--- config.mk ---
export PLATFORM = sky130hd
export DESIGN_NAME = mac_cfg_apb_slave
export DESIGN_NICKNAME = d
export VERILOG_FILES = /design/src/rtl/mac_cfg_apb_slave.sv
export SDC_FILE = /design/constraint.sdc
export NUM_CORES = 1
export LEC_CHECK = 0
export ABC_CLOCK_PERIOD_IN_PS = 5500
export CAP_MARGIN = 20
export CORE_AREA = 2 2 100 102
export DETAILED_ROUTE_END_ITERATION = 12
export DIE_AREA = 0 0 102 104
export PLACE_DENSITY = 0.95
export SLEW_MARGIN = 20
export SYNTH_ARGS = -nofsm -noshare
export SYNTH_HDL_FRONTEND = slang
export SYNTH_SLANG_ARGS = --single-unit
export TNS_END_PERCENT = 50
--- constraint.sdc ---
create_clock -name pclk -period 5.5 [get_ports pclk]
set_clock_uncertainty 0.05 [all_clocks]
set_input_delay 1.1 -clock pclk [delete_from_list [all_inputs] [get_ports pclk]]
set_output_delay 1.1 -clock pclk [all_outputs]
set_load 0.03 [all_outputs]
--- src/rtl/mac_cfg_apb_slave.sv ---
// APB3 responder for the MAC configuration bus: MAC1/MAC2/FIR registers plus a
// read-only status word, with optional wait states and slave-error reporting.
module mac_cfg_apb_slave #(
  parameter string SPEED_TYPE  = "10/100/1000M_MAC",
  parameter int    WAIT_STATES = 0
) (
  input  logic        pclk,
  input  logic        presetn,
  input  logic        pselx,
  input  logic        pwrite,
  input  logic        penable,
  input  logic [7:0]  paddr,
  input  logic [31:0] pwdata,
  output logic [31:0] prdata,
  output logic        pready,
  output logic        pslverr,
  output logic [15:0] mac1_cfg,
  output logic [15:0] mac2_cfg,
  output logic [15:0] fir_cfg,
  output logic        cfg_valid,
  output logic [2:0]  cfg_wr_strobe
);

  localparam logic [15:0] MAC2_RST  = (SPEED_TYPE == "10/100M_MAC") ? 16'h7111 : 16'h7211;
  localparam logic [1:0]  WAIT_INIT = 2'(WAIT_STATES);

  localparam logic [7:0] ADDR_MAC1 = 8'h00;
  localparam logic [7:0] ADDR_MAC2 = 8'h01;
  localparam logic [7:0] ADDR_FIR  = 8'h12;
  localparam logic [7:0] ADDR_STAT = 8'h13;

  typedef enum logic {
    ST_IDLE   = 1'b0,
    ST_ACCESS = 1'b1
  } state_e;

  state_e      state_q, state_d;
  logic [7:0]  addr_q, addr_d;
  logic        write_q, write_d;
  logic [15:0] wdata_q, wdata_d;
  logic        err_q, err_d;
  logic [1:0]  wait_q, wait_d;
  logic [31:0] prdata_q, prdata_d;
  logic [15:0] mac1_q, mac1_d;
  logic [15:0] mac2_q, mac2_d;
  logic [15:0] fir_q, fir_d;
  logic [2:0]  written_q, written_d;
  logic [7:0]  wcount_q, wcount_d;
  logic [2:0]  strobe_q, strobe_d;

  logic        pready_s;
  logic        cfg_valid_s;
  logic [31:0] status_s;
  logic        unused_pwdata_s;

  function automatic logic addr_err(input logic [7:0] addr, input logic wr);
    logic err;
    case (addr)
      ADDR_MAC1, ADDR_MAC2, ADDR_FIR: err = 1'b0;
      ADDR_STAT:                      err = wr;
      default:                        err = 1'b1;
    endcase
    return err;
  endfunction

  function automatic logic [31:0] read_mux(input logic [7:0]  addr,
                                           input logic [15:0] mac1,
                                           input logic [15:0] mac2,
                                           input logic [15:0] fir,
                                           input logic [31:0] status);
    logic [31:0] data;
    case (addr)
      ADDR_MAC1: data = {16'h0000, mac1};
      ADDR_MAC2: data = {16'h0000, mac2};
      ADDR_FIR:  data = {16'h0000, fir};
      ADDR_STAT: data = status;
      default:   data = 32'h0000_0000;
    endcase
    return data;
  endfunction

  // Upper write-data bits have no storage behind them.
  assign unused_pwdata_s = ^pwdata[31:16];

  assign cfg_valid_s = &written_q;
  assign status_s    = {16'h0000, wcount_q, 7'b000_0000, cfg_valid_s};
  assign pready_s    = (state_q == ST_ACCESS) && pselx && penable && (wait_q == 2'd0);

  // Next-state, transfer capture and register commit.
  always_comb begin
    state_d   = state_q;
    addr_d    = addr_q;
    write_d   = write_q;
    wdata_d   = wdata_q;
    err_d     = err_q;
    wait_d    = wait_q;
    prdata_d  = prdata_q;
    mac1_d    = mac1_q;
    mac2_d    = mac2_q;
    fir_d     = fir_q;
    written_d = written_q;
    wcount_d  = wcount_q;
    strobe_d  = 3'b000;
    case (state_q)
      ST_IDLE: begin
        if (pselx && !penable) begin
          state_d = ST_ACCESS;
          addr_d  = paddr;
          write_d = pwrite;
          wdata_d = pwdata[15:0];
          err_d   = addr_err(paddr, pwrite);
          wait_d  = WAIT_INIT;
          if (!pwrite) begin
            prdata_d = read_mux(paddr, mac1_q, mac2_q, fir_q, status_s);
          end else begin
            prdata_d = prdata_q;
          end
        end else begin
          state_d = ST_IDLE;
        end
      end
      ST_ACCESS: begin
        // A dropped select abandons the transfer with nothing committed.
        if (!pselx) begin
          state_d = ST_IDLE;
        end else if (pready_s) begin
          state_d = ST_IDLE;
          if (write_q && !err_q) begin
            wcount_d = (wcount_q == 8'hFF) ? wcount_q : wcount_q + 8'd1;
            case (addr_q)
              ADDR_MAC1: begin
                mac1_d       = wdata_q;
                written_d[0] = 1'b1;
                strobe_d     = 3'b001;
              end
              ADDR_MAC2: begin
                mac2_d       = wdata_q;
                written_d[1] = 1'b1;
                strobe_d     = 3'b010;
              end
              ADDR_FIR: begin
                fir_d        = wdata_q;
                written_d[2] = 1'b1;
                strobe_d     = 3'b100;
              end
              default: strobe_d = 3'b000;
            endcase
          end else begin
            wcount_d = wcount_q;
          end
        end else if (wait_q != 2'd0) begin
          wait_d = wait_q - 2'd1;
        end else begin
          wait_d = wait_q;
        end
      end
      default: state_d = ST_IDLE;
    endcase
  end

  // State and register file.
  always_ff @(posedge pclk or negedge presetn) begin
    if (!presetn) begin
      state_q   <= ST_IDLE;
      addr_q    <= 8'h00;
      write_q   <= 1'b0;
      wdata_q   <= 16'h0000;
      err_q     <= 1'b0;
      wait_q    <= 2'd0;
      prdata_q  <= 32'h0000_0000;
      mac1_q    <= 16'h0000;
      mac2_q    <= MAC2_RST;
      fir_q     <= 16'h0000;
      written_q <= 3'b000;
      wcount_q  <= 8'h00;
      strobe_q  <= 3'b000;
    end else begin
      state_q   <= state_d;
      addr_q    <= addr_d;
      write_q   <= write_d;
      wdata_q   <= wdata_d;
      err_q     <= err_d;
      wait_q    <= wait_d;
      prdata_q  <= prdata_d;
      mac1_q    <= mac1_d;
      mac2_q    <= mac2_d;
      fir_q     <= fir_d;
      written_q <= written_d;
      wcount_q  <= wcount_d;
      strobe_q  <= strobe_d;
    end
  end

  assign prdata        = prdata_q;
  assign pready        = pready_s;
  assign pslverr       = pready_s && err_q;
  assign mac1_cfg      = mac1_q;
  assign mac2_cfg      = mac2_q;
  assign fir_cfg       = fir_q;
  assign cfg_valid     = cfg_valid_s;
  assign cfg_wr_strobe = strobe_q;

endmodule

After elaboration in Yosys (flattened, before gate mapping)
Index checks and enable logic that the tools add are counted.
{"block": "classes", "eq_ne": 10, "mux": 16, "n_bitwise": 3, "reduce_logical": 21, "addsub": 2}
{"cell": "$pmux 16 s4", "n": 1}
{"cell": "$eq 8x5->1 const B", "n": 3}
{"cell": "$reduce_and 5->1", "n": 4}
{"cell": "$eq 8x1->1 const B", "n": 2}
{"cell": "$logic_not 8->1", "n": 2}
{"cell": "$mux 3", "n": 4}
{"cell": "$pmux 3 s3", "n": 1}
{"cell": "$add 8x1->8 const B", "n": 1}
{"cell": "$eq 8x8->1 const B", "n": 1}
{"cell": "$mux 2", "n": 4}
{"cell": "$logic_and 1x1->1", "n": 6}
{"cell": "$ne 2x2->1 const B", "n": 3}
{"cell": "$reduce_and 3->1", "n": 2}
{"cell": "$pmux 1 s2", "n": 2}
{"cell": "$pmux 2 s2", "n": 1}
{"cell": "$reduce_and 4->1", "n": 1}
{"cell": "$mux 1", "n": 3}
{"cell": "$not 1->1", "n": 3}
{"cell": "$reduce_or 3->1", "n": 1}
{"cell": "$logic_not 1->1", "n": 2}
{"cell": "$logic_not 2->1", "n": 1}
{"cell": "$ne 2x1->1 const B", "n": 1}
{"cell": "$reduce_and 2->1", "n": 1}
{"cell": "$reduce_bool 2->1", "n": 1}
{"cell": "$sub 2x1->2 const B", "n": 1}
{"block": "word_totals", "wordCells": 67, "in_bits": 45, "register_bits": 123}

Depth between registers and ports, before layout
Gate-level depths: netlist of the first run.
{"block": "depth", "ltp_word": 6, "ltp_mapped": 8}

Least setup slack after synthesis of the first run
OpenSTA, ideal clock, no wires.
{"block": "synth_timing", "path_type": "input to output", "from": "input penable", "to": "output pslverr", "arrival_ns": 1.667, "slack_ns": 2.683, "stages": 2, "t_required_ns": 4.350, "n_path_buf": 0, "cell_sequence": "and4_4 and2_2"}
{"block": "synth_via", "elab_chain_cells": 3}
{"element": "from (decl)", "line": "11", "text": "input logic penable,"}
{"element": "$logic_and 1x1->1 (2 in a row)", "line": "87", "text": "assign pready_s = (state_q == ST_ACCESS) && pselx && penable && (wait_q == 2'd0);"}
{"element": "$logic_and 1x1->1", "line": "196", "text": "assign pslverr = pready_s && err_q;"}
{"element": "to (decl)", "line": "16", "text": "output logic pslverr,"}
No other way between the ends.

Worst setup path in the final report of the first run
Same ends and word-level chain as after synthesis.

==> results of run 1 <==
## cell type report
cell class	count	area [sq um]	share of cell area [%]
sequential	107	2690	44.0
multi-input combinational	236	2010	33.0
timing repair buffer	101	1020	16.6
tap	133	166	2.73
clock buffer	10	138	2.26
clock inverter	6	72.6	1.19
inverter	3	11.3	0.185
## through the flow
step                setup slack, ns  util, %  hold slack (ns)  instances
floorplan                      2.68        -            0.374        376
global placement               1.63     61.4            0.390        579
detailed placement             1.61     61.4            0.393        579
CTS                            1.63     63.6            0.420        595
global route                   1.58     63.9            0.452        596
finish                         1.62     63.9            0.422        596
## cell usage after synthesis (6+ instances only)
cell type and count:
dfrtp_1 101, mux2_2 68, mux2i_1 25, nand2_1 23, buf_4 18, nor2_1 10, mux2_4 9, o21a_1 9
o21ai_0 8, o221ai_1 8, a2bb2oi_1 7, buf_2 6, dfstp_2 6
## flip-flops by register name (all words and copies together) (netlist names)
register and flops:
written_q 3, wcount_q 8, write_q 1, fir_cfg 16
wait_q 2, addr_q 8, mac2_cfg 16, prdata 16
state_q 1, cfg_wr_strobe 3, mac1_cfg 16, wdata_q 16
err_q 1
## final timing paths
check,cells past startpoint,end,from
max,4,pslverr,penable
min,1,written_q[1],written_q[1]
max reg2reg,5,prdata[4],state_q
min reg2reg,1,written_q[1],written_q[1]
max in group asynchronous,2,wcount_q[4],presetn
min in group asynchronous,1,wait_q[1],presetn
## power groups by stage
| stage | Clock, mW | Sequential, mW | Combinational, mW |
|---|---|---|---|
| 2_1_floorplan | 0 | 0.908 | 0.0967 |
| 3_3_place_gp | 0 | 0.889 | 0.188 |
| 3_5_place_dp | 0 | 0.894 | 0.195 |
| 4_1_cts | 0.510 | 0.879 | 0.195 |
| 5_1_grt | 0.541 | 0.886 | 0.208 |
| 6_report | 0.498 | 0.879 | 0.193 |
## kinds of logic (layout without fill, tap and decap cells)
| group | count (synthesis) | after routing | synth area share [%] |
|---|---|---|---|
| flops | 107 | 107 | 55.3 |
| mux | 102 | 102 | 23.7 |
| simple gates | 71 | 71 | 8.73 |
| compound gates | 41 | 41 | 6.39 |
| buf+inv | 33 | 120 | 4.59 |
| xor+xnor | 4 | 4 | 0.721 |
| fa+ha+maj | 2 | 2 | 0.515 |
| other cells | 1 | 16 | 0.0772 |
## metal layers
layer / wire length, um / track usage (%)
met2: 5610 / 35.8
met1: 4620 / 29.0
met3: 440 / 3.56
met4: 148 / 7.24
met5: 0 / 0
==> impl_metrics.toml, run 1 <==
[status]
status = "complete, no violations"

[layout]
final_cell_mix = "dfrtp_1 (101), clkdlybuf4s50_1 (96), mux2_2 (68), mux2i_1 (25), nand2_1 (23)"
num-fill-cells = 721
nets = 505
area_growth_syn_to_layout_pct = 25.6
drive_gt1_share_pct = 25.1
design_area_sq_mm = 0.00610
antenna_cells = 0
final_common_cell = "dfrtp_1"

[synthesis]
yosys_warnings = 0
synth_top_flop_cell = "dfrtp_1"
yosysTopAreaCell = "dfrtp_1"
synth-seq-area-share_pct = 55.3
synth_area_leaders = "dfrtp_1 (52%), mux2_2 (16%), mux2i_1 (5.2%)"
synth_cells = 361
synth_area_sq_mm = 0.00486
synth_cell_types = 49
ys_ff_latch = 107
synth_top_area_share_pct = 52.0
ys_async_sr_fraction_pct = 100
synth_edf_count = 0
syn_area_per_cell_sq_um = 13.5

[critical_path]
r2r_slack_ns = 2.82
start_kind = "input port"
worst-setup-path-type = "in2out"
crit_arrival_ns = 2.73
end_kind = "output port"
crit_fanout = 5
path_common_cell = "clkdlybuf4s50_1"
crit_path_top_delay_cell = "clkdlybuf4s50_1"
worst_ep_required_time_ns = 4.35
cpPeakStageDelay_ns = 0.66
cp_top_family = "buffers and inverters"
cp_cell_sequence = "clkdlybuf4s50_1 > and4_4 > and2_2 > clkdlybuf4s50_1"
cp.buffers_inverters = 2

[sta]
post-route-period-util_pct = 70.6
tns_ns = 0
slew_violations = 0
hold_viol_final = 0
setup_violations = 0
period_minus_slack_ns = 3.88
fmax_mhz = 258
worstMarginPinSlew_ns = 1.08
slew_headroom_pct = 28.1
rsz0062_at_grt = "false"

[place]
io_buffers = 98
placed_cell_area_sq_mm = 0.00586
gp_congestion = 0.820
dp_hpwl_um = 7450

[die]
row_count = 36
start_util_pct = 50.9
die_area_sq_mm = 0.0106
io-pin-count = 131
design.core.area_sq_mm = 0.00955
die_height_um = 104
die_w_um = 102

[grt]
grtUsageTotal_pct = 21.7
grt_max_degree = 57
grt_pass1_vias = 3396
grt_pass1_wl_um = 17800
antenna_found_initial = 0
overflow = 0

[pwr]
swShare_pct = 26.7
combPwrFrac_pct = 12.3
p_seq_share_pct = 56.0
power_frac_clock_pct = 31.7
internal-power_mw = 1.15
irDropWorstVdd_mv = 0.140
totalPowerFinal_mw = 1.57
switchingPower_mw = 0.419
power_density_mw_per_mm2 = 257
p_leak_nw = 2.73

[drt]
final_antenna_net_count = 0
dr_total_vias = 3233
totalWireLength_um = 10800
vias_per_cell = 5.42
dr.pass1.iters = 4
first_iter_violations = 134
drc = 0
wl_per_cell_um = 18.2

[cts]
numCtsBuffers = 9
htree_levels = 3
cts_buffer_depth = 2
cts-root-buf = "clkbuf_8"
cts_resized = 0
tritoncts = "built"
ctsHoldBuffers = 0
cts.sinks = 107
post_cts_buffers = 0
clk_pin_slew_ns = 0.09
worstSkewPairLatency_ns = 0.36

[hold_path]
hold_class = "reg2reg"

[run]
cap_violations = 0
(Power assumes the default switching activity.)
==> run 2: changes to the inputs <==
ABC_CLOCK_PERIOD_IN_PS = 3300   (was 5500)
CORE_AREA = 2 2 109 111   (was 2 2 100 102)
DIE_AREA = 0 0 111 113   (was 0 0 102 104)
PLACE_DENSITY = 0.87   (was 0.95)
clock period = 3.3 ns   (was 5.5 ns; I/O delays follow)
==> impl_metrics.toml, run 2 (synthesis gave the netlist of run 1 again) <==
[status]
status = "complete, no violations"

[cts]
worstSkewPairLatency_ns = 0.34
numCtsBuffers = 9
cts_resized = 0
cts.sinks = 107
clk_pin_slew_ns = 0.07
ctsHoldBuffers = 0
post_cts_buffers = 0
htree_levels = 3
cts_buffer_depth = 2
tritoncts = "built"
cts-root-buf = "clkbuf_16"

[drt]
wl_per_cell_um = 18.4
drc = 0
dr.pass1.iters = 4
final_antenna_net_count = 0
totalWireLength_um = 11200
vias_per_cell = 5.28
first_iter_violations = 196
dr_total_vias = 3233

[sta]
timing.final.ws_setup_ns = 0.275
rsz0062_at_grt = "false"
worstMarginPinSlew_ns = 0.893
tns_ns = 0
hold_viol_final = 0
setup_violations = 0
post-route-period-util_pct = 91.7
fmax_mhz = 331
slew_headroom_pct = 40.4
period_minus_slack_ns = 3.03
slew_violations = 0

[grt]
grt_pass1_wl_um = 18100
grt_max_degree = 59
overflow = 0
grtUsageTotal_pct = 18.5
grt_pass1_vias = 3416
antenna_found_initial = 0

[layout]
final_common_cell = "dfrtp_1"
multi_input_area_sq_mm = 0.00201
antenna_cells = 0
fin_util_pct = 55.4
area_growth_syn_to_layout_pct = 28.7
fin_cells = 612
final_cell_mix = "dfrtp_1 (101), clkdlybuf4s50_1 (96), mux2_2 (68), mux2i_1 (25), nand2_1 (23)"
nets = 511
drive_gt1_share_pct = 25.6
seqCellArea_sq_mm = 0.00269
num-fill-cells = 926

[place]
dp_hpwl_um = 7630
pre_cts_slack_ns = 0.278
gp_congestion = 0.748
io_buffers = 98
numPlacedInstances = 596

[critical_path]
worst-setup-path-type = "in2out"
worst_ep_required_time_ns = 2.59
crit_arrival_ns = 2.32
r2r_slack_ns = 1.17
crit_fanout = 5
worstRegToRegCells = 7
end_kind = "output port"
start_kind = "input port"
r2r-end = "mac1_cfg[9]"
r2r_start = "wait_q[0]"

[die]
design.core.area_sq_mm = 0.0113
row_count = 39
io-pin-count = 131
die_area_sq_mm = 0.0125
start_util_pct = 43.1
die_height_um = 113
die_w_um = 111

[hold_path]
hold_class = "in2async"

[pwr]
power_density_mw_per_mm2 = 458
irDropWorstVdd_mv = 0.294
p_leak_nw = 2.80

[run]
cap_violations = 0
-- run 2: through the flow --
| step | cell area (sq um) | power, mW | hold slack [ns] |
|---|---|---|---|
| final | 6250 | 2.87 | 0.280 |
| after detailed placement | 5950 | 1.82 | 0.397 |
| after floorplan | 4910 | 1.67 | 0.314 |
| after global routing | 6250 | 2.99 | 0.323 |
| after CTS | 6250 | 2.89 | 0.303 |
| after global placement | 5950 | 1.80 | 0.390 |
-- run 2: power breakdown --
part | switching (mW) | internal (mW) | total (mW)
Combinational | 0.176 | 0.151 | 0.327
Clock | 0.460 | 0.610 | 1.07
Sequential | 0.0764 | 1.39 | 1.47
-- run 2: critical path, stage by stage --
cell	delay, ns
clkdlybuf4s50_1	0.54
and4_4	0.30
and2_2	0.16
clkdlybuf4s50_1	0.66
-- run 2: routing by layer --
layer / track usage, % / up-vias / wire length [um]
met2: 30.1 / 88 / 5600
met4: 7.58 / 0 / 243
li1: - / 1473 / -
met3: 3.16 / 17 / 415
met5: 0 / - / 0
met1: 24.7 / 1655 / 4980
-- run 2: worst max path at each step --
stage / endpoint / slack, ns / cells past startpoint / from
global route: pslverr / 0.23 / 4 / penable
floorplan: fir_cfg[0] / 1.20 / 5 / penable
CTS: pslverr / 0.27 / 4 / penable
detailed placement: pslverr / 0.28 / 4 / penable
finish: pslverr / 0.27 / 4 / penable
global placement: pslverr / 0.31 / 4 / penable
-- run 2: cell type report --
class | count | area share [%]
sequential | 107 | 43.0
multi-input combinational | 236 | 32.2
timing repair buffer | 107 | 17.1
clock buffer | 12 | 3.94
tap | 143 | 2.86
clock inverter | 4 | 0.781
inverter | 3 | 0.180
